[src/rtl/num_comparator.sv]
// ---------------------------------------------------------------------------
// num_comparator
//
// Registered magnitude comparator for two WIDTH-bit operands. Each valid
// sample produces one-hot less/equal/greater flags one cycle later, using
// either unsigned or two's-complement interpretation chosen per sample.
// Three saturating counters record how many valid samples fell into each
// outcome, for observability.
//
// Parameters:
//   WIDTH      operand width in bits (1..32)
//   CNT_WIDTH  width of each outcome counter (1..32)
//
// Ports:
//   sys_clk      in   system clock, all state changes on the rising edge
//   sys_rst      in   synchronous active-high reset, overrides everything
//   num1, num2   in   operands (WIDTH bits)
//   in_valid     in   operands valid this cycle
//   signed_mode  in   0 = unsigned, 1 = two's-complement; used with in_valid
//   cnt_clr      in   synchronous clear of all counters (wins over counting)
//   less         out  registered num1 <  num2
//   equal        out  registered num1 == num2
//   greater      out  registered num1 >  num2
//   out_valid    out  flags were refreshed by a valid sample last cycle
//   less_cnt     out  count of valid samples with num1 <  num2
//   equal_cnt    out  count of valid samples with num1 == num2
//   greater_cnt  out  count of valid samples with num1 >  num2
// ---------------------------------------------------------------------------
module num_comparator #(
    parameter int WIDTH     = 2,
    parameter int CNT_WIDTH = 16
) (
    input  logic                 sys_clk,
    input  logic                 sys_rst,
    input  logic [WIDTH-1:0]     num1,
    input  logic [WIDTH-1:0]     num2,
    input  logic                 in_valid,
    input  logic                 signed_mode,
    input  logic                 cnt_clr,
    output logic                 less,
    output logic                 equal,
    output logic                 greater,
    output logic                 out_valid,
    output logic [CNT_WIDTH-1:0] less_cnt,
    output logic [CNT_WIDTH-1:0] equal_cnt,
    output logic [CNT_WIDTH-1:0] greater_cnt
);

    // Mask selecting the operand MSB, which is the sign in signed mode.
    localparam logic [WIDTH-1:0]     SIGN_BIT = WIDTH'(1) << (WIDTH - 1);
    localparam logic [CNT_WIDTH-1:0] CNT_MAX  = '1;

    logic                 r_less;
    logic                 r_equal;
    logic                 r_greater;
    logic                 r_outValid;
    logic [CNT_WIDTH-1:0] r_lessCnt;
    logic [CNT_WIDTH-1:0] r_equalCnt;
    logic [CNT_WIDTH-1:0] r_greaterCnt;

    logic [WIDTH-1:0]     w_bias;
    logic [WIDTH-1:0]     w_key1;
    logic [WIDTH-1:0]     w_key2;
    logic                 w_less;
    logic                 w_equal;
    logic                 w_greater;

    // Signed compare is done by flipping both sign bits and then comparing
    // unsigned: this maps -2^(W-1)..2^(W-1)-1 monotonically onto 0..2^W-1,
    // so a single unsigned comparator serves both modes. Equality does not
    // depend on the mapping, so it uses the raw operands.
    always_comb begin
        w_bias    = '0;
        w_key1    = '0;
        w_key2    = '0;
        w_less    = 1'b0;
        w_equal   = 1'b0;
        w_greater = 1'b0;

        if (signed_mode) begin
            w_bias = SIGN_BIT;
        end
        w_key1    = num1 ^ w_bias;
        w_key2    = num2 ^ w_bias;
        w_less    = (w_key1 < w_key2);
        w_equal   = (num1 == num2);
        w_greater = ~w_less & ~w_equal;
    end

    // Flag register: refreshed only by valid samples, otherwise holds so the
    // last result stays readable; out_valid marks the refresh cycle.
    always_ff @(posedge sys_clk) begin
        if (sys_rst) begin
            r_less     <= 1'b0;
            r_equal    <= 1'b0;
            r_greater  <= 1'b0;
            r_outValid <= 1'b0;
        end else begin
            r_outValid <= in_valid;
            if (in_valid) begin
                r_less    <= w_less;
                r_equal   <= w_equal;
                r_greater <= w_greater;
            end
        end
    end

    // Outcome counters: the clear takes priority over a coincident sample,
    // and each counter sticks at its maximum instead of wrapping.
    always_ff @(posedge sys_clk) begin
        if (sys_rst || cnt_clr) begin
            r_lessCnt    <= '0;
            r_equalCnt   <= '0;
            r_greaterCnt <= '0;
        end else if (in_valid) begin
            if (w_less && (r_lessCnt != CNT_MAX)) begin
                r_lessCnt <= r_lessCnt + 1'b1;
            end
            if (w_equal && (r_equalCnt != CNT_MAX)) begin
                r_equalCnt <= r_equalCnt + 1'b1;
            end
            if (w_greater && (r_greaterCnt != CNT_MAX)) begin
                r_greaterCnt <= r_greaterCnt + 1'b1;
            end
        end
    end

    assign less        = r_less;
    assign equal       = r_equal;
    assign greater     = r_greater;
    assign out_valid   = r_outValid;
    assign less_cnt    = r_lessCnt;
    assign equal_cnt   = r_equalCnt;
    assign greater_cnt = r_greaterCnt;

endmodule

[config.mk]
export PLATFORM = sky130hd
export DESIGN_NAME = num_comparator
export DESIGN_NICKNAME = d
export VERILOG_FILES = /design/src/rtl/num_comparator.sv
export SDC_FILE = /design/constraint.sdc
export NUM_CORES = 1
export LEC_CHECK = 0
export ABC_AREA = 1
export ABC_CLOCK_PERIOD_IN_PS = 1820
export CAP_MARGIN = 0
export CORE_MARGIN = 2
export CORE_UTILIZATION = 52
export CTS_CLUSTER_SIZE = 30
export DETAILED_ROUTE_END_ITERATION = 16
export PLACE_DENSITY = 0.8
export SLEW_MARGIN = 20
export SYNTH_ARGS = -nofsm -noshare
export SYNTH_HDL_FRONTEND = slang
export SYNTH_SLANG_ARGS = --single-unit
[constraint.sdc]
create_clock -name sys_clk -period 1.82 [get_ports sys_clk]
set_clock_uncertainty 0.2 [all_clocks]
set_input_delay 0.364 -clock sys_clk [delete_from_list [all_inputs] [get_ports sys_clk]]
set_output_delay 0.364 -clock sys_clk [all_outputs]
set_load 0.02 [all_outputs]
==> impl_metrics.ini, run 1 <==
[status]
status = complete, no violations

[floorplanning]
die_y_um = 80.8
start_util_pct = 54.6
num_rows = 27
dieArea_um2 = 6520
ios = 61
die_w_um = 80.8
core_area_um2 = 5610

[detailed_routing]
dr_total_vias = 3316
wire_per_inst_um = 13.5
drc = 0
via_per_inst = 5.18
dr.pass1.iters = 4
drt-total-wl_mm = 8.67
ant_nets = 0
drt_iter0_drc = 225

[yosys]
yosysWarnings = 0
synth_top_cell_by_area = dfxtp_1
synth-xor-area-share_pct = 6.00
synth_top_area_share_pct = 34.0
ys_seq_area_share_pct = 34.0
synthCells = 464
synthTopCellsByArea = dfxtp_1, nand2_1, nor2_1, nand3_1, a21oi_1
synth_top_family_by_area = simple AND/OR/NAND/NOR gates
synth_fa_ha_area_share_pct = 1.63
synthSimpleGateAreaFrac_pct = 41.4
synth_nets = 477
synth_compound_area_share_pct = 9.72
synth_cell_type_count = 29
synth_area_um2 = 3060
synthMuxAreaShare_pct = 0
avgSynthCellArea_um2 = 6.60
synth-seq-cells = 52

[run]
drv_cap = 0

[global_route]
grtUsageMet2_pct = 45.0
globalRouteOverflowTotal = 0
busiest_layer = met2
first_global_vias = 2985
grt_max_degree = 22
grt_pass1_wl_mm = 13.1
groute.layer.met3.usage_pct = 4.11
met1_usage_pct = 31.5
antenna_found_initial = 1
grt_use_total_pct = 25.6

[clock_network]
cts_buffers = 5
path_clk_slew_ns = 0.11
h-tree-depth = 2
ctsLongestPathBuffers = 2
cts-root-buf = clkbuf_8
cts_tree = built
clock-sinks = 52
clk-insertion-delay-late_ns = 0.32

[timing]
setup_ws_ns = 0.0377
slew_headroom_pct = 80.5
min_period_over_period_pct = 97.9
finalSetupViolCount = 0
final_max_slew_viol_count = 0
finalHoldViolCount = 0
tightestPinTransition_ns = 0.291
fmax_mhz = 561
period_needed_ns = 1.78
grt_setup_unrepaired = true

[power]
vdd_ir_drop_max_v = 0.000355
leakage_nw = 1.94
p_per_area_nw_per_um2 = 509

[min_path]
hold_path.class = flip-flop to flip-flop
hp-start = greater

[finish]
drive_above_1_share_pct = 22.8
layout_common_cells = nand2_1, nor2_1, dlygate4sd2_1
final_core_util_pct = 77.3
syn2layout_area_growth_pct = 41.5
nets = 579
final_common_cell = nand2_1

[worst_setup_path]
cp_max_fo = 6
crit_path_cell_trace = clkdlybuf4s50_1, nand3_2, inv_2, buf_4, nand3_1, a21oi_2
crit_start = in_valid
slowest_stage = clkdlybuf4s50_1
r2r_slack_ns = 0.07
cp-start-kind = primary input
worst-path-buf-inv = 3
worstPathArrival_ns = 1.83
required_ns = 1.87
end_kind = flip-flop
cp_slowest_stage_delay_ns = 0.63
cp_top_family = buffers and inverters
criticalPathCategory = primary input to flip-flop
timing.rr.start = equal_cnt[1]

[placed_design]
dp_slack_ns = -0.473
port_buffers = 60
place_congestion = 0.890
dpl.hpwl_mm = 5.58
==> sequential cells by signal (all words and copies together) (netlist names) <==
name / count
equal_cnt: 16
equal: 1
out_valid: 1
less: 1
less_cnt: 16
greater: 1
greater_cnt: 16
==> final cells by class <==
cell class | count | area, um^2
Multi-Input combinational cell | 364 | 1990
Fill cell | 452 | 1270
Sequential cell | 52 | 1060
Timing Repair Buffer | 103 | 943
Inverter | 39 | 151
Tap cell | 72 | 90.1
Clock buffer | 5 | 68.8
Clock inverter | 3 | 27.5
Timing Repair inverter | 1 | 3.75
Antenna cell | 1 | 2.50
==> synthesized netlist by cell type <==
master,number
nor2_2,3
buf_6,2
o21bai_1,4
xnor2_1,10
nor2_1,83
nand3_2,2
xor2_1,11
nand2_1,136
dfxtp_1,52
a21oi_2,10
nand3b_1,1
nand4_1,8
nor2_8,1
buf_2,1
ha_1,4
buf_4,2
inv_2,3
buf_12,1
nand2_2,8
nor3_4,1
nor2_4,3
inv_1,35
nand2_4,3
a21oi_1,28
clkbuf_1,4
nor3_1,2
o21ai_0,8
clkinv_1,1
nand3_1,37
==> worst paths after layout <==
kind                            depth (start not counted)      endpoint
worst min register to register                          2       greater
worst max-delay path                                    6   less_cnt[3]
worst max register to register                         10  equal_cnt[4]
worst min-delay path                                    2       greater
==> worst reg2reg max path, cell delays in order, from the launching register on <==
cell,delay (ns)
dfxtp_4,0.39
ha_4,0.14
nand2_1,0.05
nor2_1,0.11
nand2_1,0.09
nor2_2,0.15
nand2_2,0.10
nand2_4,0.13
buf_6,0.14
nand2_1,0.05
a21oi_1,0.13
==> cells by family after synthesis <==
group,after synthesis
AND/OR/NAND/NOR,288
XOR/XNOR,21
flip-flops,52
AO/OA/AOI/OAI,50
buffers and inverters,49
adder cells (fa/ha/maj),4
==> power by group <==
group	leakage [nW]	switching [mW]	total, mW	internal (mW)
Clock	0.0463	0.431	0.714	0.283
Sequential	0.426	0.0120	1.16	1.15
Combinational	1.46	0.188	0.331	0.143
Total	1.94	0.631	2.21	1.57
==> metal layers <==
metal | wire length [um] | share of wire (%)
met5 | 0 | 0
met4 | 129 | 1.5
met3 | 523 | 6.0
met2 | 4320 | 50
met1 | 3690 | 43
==> what timing repair did <==
item                                   4_1_cts  5_1_grt
endpoints found under the hold margin        0        0
cloned                                       2        4
hold buffers                                 0        0
buffers inserted                             2        8
pin swaps                                    5       17
resized for setup                           74       41
setup endpoints to repair                   94       48
==> per-stage QoR <==
| step | instance area (um^2) | power (mW) | hold WS (ns) | std cells | setup TNS, ns |
|---|---|---|---|---|---|
| detailed placement | 3920 | 1.44 | 0.255 | 615 | -17.80 |
| floorplan | 3070 | 1.33 | 0.233 | 464 | 0 |
| finish | 4340 | 2.21 | 0.281 | 640 | 0 |
| CTS | 4060 | 2.17 | 0.269 | 627 | 0 |
| global route | 4340 | 2.30 | 0.301 | 640 | -0.622 |
| global placement | 3920 | 1.43 | 0.254 | 615 | -15.08 |
No activity file was read; power rests on OpenSTA's default activity.
==> run 2: changes to the inputs <==
--- a/config.mk
+++ b/config.mk
@@ -13,7 +13,7 @@
 export CTS_CLUSTER_SIZE = 30
 export DETAILED_ROUTE_END_ITERATION = 16
 export PLACE_DENSITY = 0.8
-export SLEW_MARGIN = 20
+export SLEW_MARGIN = 40
 export SYNTH_ARGS = -nofsm -noshare
 export SYNTH_HDL_FRONTEND = slang
 export SYNTH_SLANG_ARGS = --single-unit
==> results of run 2 <==
Final layout, timing and power as in run 1 (identical DEF).
==> run 3: changes to the inputs <==
--- a/config.mk
+++ b/config.mk
@@ -12,8 +12,10 @@
 export CORE_UTILIZATION = 52
 export CTS_CLUSTER_SIZE = 30
 export DETAILED_ROUTE_END_ITERATION = 16
+export HOLD_SLACK_MARGIN = 0.02
 export PLACE_DENSITY = 0.8
 export SLEW_MARGIN = 40
 export SYNTH_ARGS = -nofsm -noshare
 export SYNTH_HDL_FRONTEND = slang
 export SYNTH_SLANG_ARGS = --single-unit
+export TNS_END_PERCENT = 5
==> run 3 against run 2 <==
  * Cell count is 1.7% lower
  * Non-clock buffer count down 8
  * Fmax decreased by 1.1%
  * Flip-flop and latch count did not move
  * Sequential share of layout area rose by 0.50 points
  * Critical path type is now flip-flop to flip-flop
  * Worst setup slack got worse by 0.020 ns
  * Register-to-register slack lost 0.05 ns
  * Hold slack got worse by 0.018 ns
  * Clock power down 0.8%
  * Sequential power barely moved
  * Combinational power shrank 7.9%
  * Critical path depth is 3 higher
==> impl_metrics.ini, run 3 (synthesized netlist as in run 1, its figures left out) <==
[finish]
final_common_cell = nand2_1
final_area_um2 = 4250
multiInputGateArea_um2 = 1930
diodes = 0
syn2layout_area_growth_pct = 38.7
final_cell_count_no_fill = 629
regArea_um2 = 1060
drive_above_1_share_pct = 19.9
nets = 569
layout_common_cells = nand2_1, nor2_1, dlygate4sd2_1
fill_cells = 458

[global_route]
grt_max_degree = 28
globalRouteOverflowTotal = 0
antenna_found_initial = 0
grt_pass1_wl_mm = 12.0
first_global_vias = 2779
grt_use_total_pct = 23.1

[floorplanning]
core_area_um2 = 5610
start_util_pct = 54.6
dieArea_um2 = 6520
die_y_um = 80.8
ios = 61
die_w_um = 80.8
num_rows = 27

[worst_setup_path]
end_kind = flip-flop
criticalPathCategory = flip-flop to flip-flop
r2r_slack_ns = 0.02
required_ns = 1.83
cp_max_fo = 4
cp-start-kind = flip-flop
worstPathArrival_ns = 1.81

[timing]
fmax_mhz = 555
finalHoldViolCount = 0
slew_headroom_pct = 68.6
period_needed_ns = 1.80
min_period_over_period_pct = 99.0
setup_ws_ns = 0.0180
grt_setup_unrepaired = true
fin_tns_setup_ns = 0
tightestPinTransition_ns = 0.467
final_max_slew_viol_count = 0
finalSetupViolCount = 0

[run]
drv_cap = 0

[power]
p_total_mw = 2.17
p_per_area_nw_per_um2 = 512
vdd_ir_drop_max_v = 0.000374
leakage_nw = 1.91

[clock_network]
h-tree-depth = 2
cts_tree = built
path_clk_slew_ns = 0.10
clk-insertion-delay-late_ns = 0.31
cts_buffers = 5
ctsLongestPathBuffers = 2
clock-sinks = 52
cts-root-buf = clkbuf_8

[detailed_routing]
dr.pass1.iters = 4
via_per_inst = 5.19
wire_per_inst_um = 13.0
ant_nets = 0
drc = 0
dr_total_vias = 3263
drt_iter0_drc = 171
drt-total-wl_mm = 8.16

[placed_design]
dpl.hpwl_mm = 5.42
place_congestion = 0.906
dpl.cell_count = 615
dp_slack_ns = -0.455
port_buffers = 60
placed_area_um2 = 3920

[status]
status = complete, no violations

[min_path]
hold_path.class = flip-flop to flip-flop
==> run 3: cell count changes in the layout (fill, tap and decap cells not counted), moves of 4 or more <==
cell and delta:
a21oi_1 +4, a21oi_2 -4, buf_4 -9, inv_2 -4
==> run 3: path summary, 6_finish.rpt <==
check | start | endpoint | cells after the start
worst max-delay path | greater_cnt[4] | greater_cnt[8] | 9
worst min-delay path | equal | equal | 2
worst max register to register | greater_cnt[4] | greater_cnt[8] | 9
worst min register to register | equal | equal | 2
==> run 3: layer usage <==
| metal | global-route usage (%) | part of all wire, % | up-vias |
|---|---|---|---|
| met4 | 8.31 | 1.9 | 0 |
| met5 | 0 | 0 | - |
| li1 | - | - | 1657 |
| met1 | 30.0 | 44 | 1498 |
| met2 | 39.2 | 49 | 91 |
| met3 | 3.56 | 4.9 | 17 |
==> run 3: power by group <==
group          internal, mW  total (mW)  switching, mW
sequential             1.15        1.16         0.0119
clock                 0.312       0.708          0.396
combinational         0.132       0.305          0.173
==> run 3: per-stage QoR <==
| step | util, % | hold slack [ns] |
|---|---|---|
| after detailed placement | 70.0 | 0.251 |
| after floorplan | - | 0.233 |
| after global placement | 70.0 | 0.256 |
| after CTS | 71.0 | 0.264 |
| final | 75.8 | 0.263 |
| after global routing | 75.8 | 0.291 |
==> run 3: repair_timing <==
| action | in CTS | in global routing |
|---|---|---|
| hold buffers | 0 | 0 |
| pin swaps | 2 | 6 |
| setup endpoints to repair | 83 | 50 |
| gates resized for setup | 57 | 48 |
| buffers inserted | 0 | 4 |
| gates cloned | 0 | 2 |
==> run 3: critical path: stages (launching register included) <==
cell	delay, ns
dfxtp_1	0.40
nand2_1	0.11
nor2_2	0.21
nand2_1	0.11
inv_1	0.11
o21ai_0	0.20
nor2_4	0.18
nand2_1	0.07
nand2_1	0.06
nor2_1	0.04
==> run 3: cell type report <==
cell class              instances  share of cell area (%)
clock inverters                 2                   0.324
inverters                      39                    3.56
repair buffers                 95                    21.7
multi-input cells             363                    45.3
clock buffers                   6                    1.94
flip-flops and latches         52                    25.0
well taps                      72                    2.12
